`src/rtl/tiny_dnn_pkg.sv`:
```
// Shared constants and state encoding for the tiny_dnn sequencer.
package tiny_dnn_pkg;

  // Weight words per bank; the top address of each bank holds the bias.
  localparam int unsigned F_SIZE = 1024;
  localparam int unsigned AW     = $clog2(F_SIZE);

  localparam logic [AW-1:0] BIAS_ADDR = AW'(F_SIZE - 1);

  typedef enum logic [2:0] {
    S_IDLE,
    S_INIT,
    S_EXEC,
    S_BIAS,
    S_WAIT,
    S_DRAIN,
    S_FIN
  } seq_state_t;

endpackage

```
`src/rtl/tiny_dnn_seq.sv`:
```
// Pass sequencer for a chain of tiny_dnn_core instances: init, exec over the
// weight row, optional bias, pipeline drain wait, then shift-out of all
// accumulators through the chain tail under out_valid/out_ready handshake.
module tiny_dnn_seq
  import tiny_dnn_pkg::*;
#(
  parameter int unsigned N_CORE  = 16,
  parameter int unsigned FMA_LAT = 3
) (
  input  logic          clk,
  input  logic          rst_n,
  input  logic          start,
  input  logic [AW-1:0] in_len,
  input  logic          bank,
  input  logic          use_bias,
  output logic          busy,
  output logic          done,
  output logic          init,
  output logic          exec,
  output logic          bias,
  output logic          update,
  output logic          outr,
  output logic [AW:0]   ra,
  output logic          src_rd,
  output logic [AW-1:0] src_addr,
  output logic          out_valid,
  input  logic          out_ready
);

  localparam int unsigned JW = (N_CORE  > 1) ? $clog2(N_CORE)  : 1;
  localparam int unsigned WW = (FMA_LAT > 1) ? $clog2(FMA_LAT) : 1;

  seq_state_t    state_q;
  logic [AW-1:0] len_q;
  logic          bank_q;
  logic          bias_en_q;
  logic [AW-1:0] k_q;
  logic [WW-1:0] w_q;
  logic [JW-1:0] j_q;

  // Pass control: state transitions, latched pass parameters and counters.
  always_ff @(posedge clk or negedge rst_n) begin
    if (!rst_n) begin
      state_q   <= S_IDLE;
      len_q     <= '0;
      bank_q    <= 1'b0;
      bias_en_q <= 1'b0;
      k_q       <= '0;
      w_q       <= '0;
      j_q       <= '0;
    end else begin
      unique case (state_q)
        S_IDLE: begin
          if (start) begin
            len_q     <= in_len;
            bank_q    <= bank;
            bias_en_q <= use_bias;
            state_q   <= S_INIT;
          end
        end
        S_INIT: begin
          k_q <= '0;
          w_q <= '0;
          if (len_q != '0) begin
            state_q <= S_EXEC;
          end else if (bias_en_q) begin
            state_q <= S_BIAS;
          end else begin
            state_q <= S_WAIT;
          end
        end
        S_EXEC: begin
          if (k_q == len_q - AW'(1)) begin
            if (bias_en_q) begin
              state_q <= S_BIAS;
            end else begin
              state_q <= S_WAIT;
            end
          end else begin
            k_q <= k_q + AW'(1);
          end
        end
        S_BIAS: begin
          state_q <= S_WAIT;
        end
        S_WAIT: begin
          if (w_q == WW'(FMA_LAT - 1)) begin
            j_q     <= '0;
            state_q <= S_DRAIN;
          end else begin
            w_q <= w_q + WW'(1);
          end
        end
        S_DRAIN: begin
          // j only moves on an accepted result; a stall freezes everything.
          if (out_ready) begin
            if (j_q == JW'(N_CORE - 1)) begin
              state_q <= S_FIN;
            end else begin
              j_q <= j_q + JW'(1);
            end
          end
        end
        S_FIN: begin
          state_q <= S_IDLE;
        end
        default: begin
          state_q <= S_IDLE;
        end
      endcase
    end
  end

  // Core strobes, addresses and handshake outputs decoded from the current state.
  always_comb begin
    busy      = (state_q != S_IDLE);
    done      = 1'b0;
    init      = 1'b0;
    exec      = 1'b0;
    bias      = 1'b0;
    update    = 1'b0;
    outr      = 1'b0;
    ra        = '0;
    src_rd    = 1'b0;
    src_addr  = '0;
    out_valid = 1'b0;
    unique case (state_q)
      S_INIT: init = 1'b1;
      S_EXEC: begin
        exec     = 1'b1;
        ra       = {bank_q, k_q};
        src_rd   = 1'b1;
        src_addr = k_q;
      end
      S_BIAS: begin
        bias = 1'b1;
        ra   = {bank_q, BIAS_ADDR};
      end
      S_DRAIN: begin
        out_valid = 1'b1;
        outr      = out_ready;
        // update stays high through stalls at j=0; without outr it has no effect.
        update    = (j_q == '0);
      end
      S_FIN: done = 1'b1;
      default: ;
    endcase
  end

endmodule

```
`config.mk`:
```
export PLATFORM = sky130hd
export DESIGN_NAME = tiny_dnn_seq
export DESIGN_NICKNAME = d
export VERILOG_FILES = /design/src/rtl/tiny_dnn_pkg.sv /design/src/rtl/tiny_dnn_seq.sv
export SDC_FILE = /design/constraint.sdc
export NUM_CORES = 1
export LEC_CHECK = 0
export BUFFER_PORTS_ARGS = -buffer_cell sky130_fd_sc_hd__buf_2
export CORE_UTILIZATION = 27
export DETAILED_ROUTE_END_ITERATION = 12
export PLACE_DENSITY_LB_ADDON = 0.05
export SLEW_MARGIN = 40
export SYNTH_ARGS = -nofsm -noshare
export SYNTH_HDL_FRONTEND = slang
export SYNTH_SLANG_ARGS = --single-unit
```
`constraint.sdc`:
```
create_clock -name clk -period 2.7 [get_ports clk]
set_clock_uncertainty 0.05 [all_clocks]
set_input_delay 0.27 -clock clk [delete_from_list [all_inputs] [get_ports clk]]
set_output_delay 0.27 -clock clk [all_outputs]
set_load 0.05 [all_outputs]
```
==> results.md <==
* CP delay by family, top: simple AND/OR/NAND/NOR gates
* Share of cells above drive strength 1 at 30.1%
* Synth Instances at approximately 240
* Leakage at 1.28 nW
* Post-synth top area share at 36.1%
* CP max-delay cell: or4_1
* Synth async-reset ratio at 100%
* Total CTS buffers at 5
* Worst path bufs/invs at 1
* Max H-tree Level at 2
* Cell row count at 32
* Setup_tns at 0 ps
* Final setup fails at 0
* Post-route ant nets at 0
* DR iter-0 viols at 55
* CORE AREA at 7730 um2
* Post-synth EDFFs at 0
* Die height at 91.2 um
* Worst Hold Class: input pin to register
* Drt first pass iters at 4
* CTS tree: built
* Worst hold margin at 130 ps
* Wirelength, routed at 5800 um
* Clk_lat worst skew at 290 ps
* Total Nets Final at approximately 320
* Final Core Density at ~34%
* Period minus WS final at ~2600 ps
* I/O Buffers at 45
* CP cell instances: nor4_4 -> nand3_1 -> xnor2_1 -> a311oi_2 -> a211oi_4 -> buf_4 -> or4_1 -> a21oi_1
* Gpl congestion at approximately 0.77
* Least-Margin Pin Slew at 504 ps
* Fill cells at 811
* Post-synth cell types at between 40 and 50
* Die X at 91.2 um
* Clock transition at path regs at 80 ps
* Setup WS post-layout at 135 ps
* Ys flop type: dfrtp_1
* Final instance area at about 2700 um2
* Final worst-path cycle share at 95.0%
* Synth Cell Area at 2150 um2
* Seq/Total Area, Yosys at 36.1%
* Hold Violations, Final at 0
* Vias in the first global route at ~1,800
* Max-cap violation count at 0
* DP Wirelength at 4240 um
* Slew Limit Fails at 0
* RSZ-0062 raised after global routing: no
* Remaining DRCs at 0
* Top cells by count, synth: 31 x dfrtp_1, 27 x nand2_1, 15 x inv_1
* Power Density at between 1000 and 1500 nW/um2
* Area Growth Syn to Fin at 23.9%
* Startpoint class of the critical path: register
* Largest net degree at the start of global routing at 32
* Area contributors post-synth: dfrtp_1 36%, mux2_2 4.7%, nand2_1 4.7%
* Syn Area/Cell at 8.84 um2
* Slew headroom at 66.2%
* Status: completed
* Synth warnings at 0
* Clock Root Buffer: clkbuf_8
* Initial core utilization at 27.8%
* Worst path arrival time at 2740 ps
* Antenna violations before repair at 0
* Worst path max stage delay at 500 ps
* Grt ovf at 0
* CP max FO at 6
* Vias/cell at 4.83
* First-pass GRT wire length at between 9000 and 10,000 um
* Most numerous cell in the Yosys netlist: dfrtp_1
* Mapped Nets at 264
* Setup WS pre-CTS at 74.6 ps
* Worst Path Required at 2870 ps
* Maximum vdd drop at 0.332 mV
* FMAX at between 300 and 400 MHz
* Post-synthesis register bit count at 31
* CP Class: register to register
* N_diodes at 0
* Synth area leader: dfrtp_1
* GRT Total Usage at 14.6%
* Top-Level Pins at 46
* CP Capture Type: register
* Clock sinks at 31
* Die ar. at around 8300 um2
* Vias at 1,921
* Placement Cell Area at 2520 um2
* Max Root-Sink Buffers at 2
* Avg WL per Cell at 14.6 um
[stage by stage]
stage,std cells,power (mW)
finish,398,2.95
detailed placement,388,2.47
CTS,396,2.98
floorplan,243,2.07
global route,398,3.17
global placement,388,2.49
[what timing repair did]
action / 4_1_cts / 5_1_grt
hold endpoints to repair: 0 / 31
resized for setup: 0 / 1
hold buffers: 0 / 1
buffers inserted: 0 / 1
endpoints found under the setup margin: 0 / 12
[worst min-delay path, cell delays in order]
cell and delay (ps):
buf_2 80, nand2_1 40, o21ai_0 50
[sequential cells by signal, indices dropped and copies added, names as in the netlist]
register,cells
j_q,4
state_q,3
w_q,2
len_q,10
bias_en_q,1
k_q,10
bank_q,1
[routing by layer]
| metal | global-route usage (%) | share of wire [%] |
|---|---|---|
| met5 | 0 | 0 |
| met4 | 4.76 | 1.4 |
| met3 | 3.43 | 4.5 |
| met2 | 23.7 | 45 |
| met1 | 19.0 | 49 |
[cell families (layout without fill, tap and decap cells)]
| family | count (synthesis) | after routing | synth area share, % |
|---|---|---|---|
| AOI/OAI and AO/OA | 50 | 50 | 16.1 |
| and+or+nand+nor | 104 | 104 | 27.5 |
| xor gates and xnor gates | 13 | 13 | 5.30 |
| muxes | 13 | 13 | 6.58 |
| DFF | 31 | 31 | 36.1 |
| buffers and inverters | 27 | 80 | 5.47 |
| adders and majority gates | 5 | 5 | 2.91 |
[final cells by class]
class                           count  area, um2  share of cell area, %
Clock inverter                      2       35.0                   1.32
Timing Repair Buffer               57        320                   12.0
Clock buffer                        6       82.6                   3.10
Multi-Input combinational cell    185       1260                   47.5
Inverter                           15       56.3                   2.12
Sequential cell                    31        776                   29.1
Tap cell                          102        128                   4.80
[worst paths after layout]
path / from / to / slack [ps] / depth (start not counted)
max in group asynchronous: rst_n / j_q[1]$_DFFE_PN0P_ / 1860 / 2
worst min register to register: bank_q$_DFFE_PN0P_ / bank_q$_DFFE_PN0P_ / 460 / 1
worst min-delay path: in_len[3] / len_q[3]$_DFFE_PN0P_ / 130 / 3
min in group asynchronous: rst_n / k_q[7]$_DFFE_PN0P_ / 420 / 2
worst max-delay path: len_q[6]$_DFFE_PN0P_ / k_q[8]$_DFFE_PN0P_ / 130 / 8
worst max register to register: len_q[6]$_DFFE_PN0P_ / k_q[8]$_DFFE_PN0P_ / 130 / 8
[cell usage in the layout (no fill, tap or decap), drive strengths merged, types with 6 or more instances in the layout]
cell    netlist  routed
and2         10      10
nor2          9       9
nand2b        6       6
a21oi         9       9
clkbuf        6       6
buf           6      56
dfrtp        31      31
o21ai        15      15
or2           8       8
inv          15      15
nand3         8       8
mux2          9       9
nand2        27      27
xnor2         9       9
[power by group]
group	total, mW	leakage [nW]	switching [mW]	internal (mW)
sequential	0.858	0.400	0.241	0.617
combinational	1.60	0.818	0.996	0.602
clock	0.497	0.0612	0.198	0.299
Note: power is estimated with default switching activity, not from simulation.
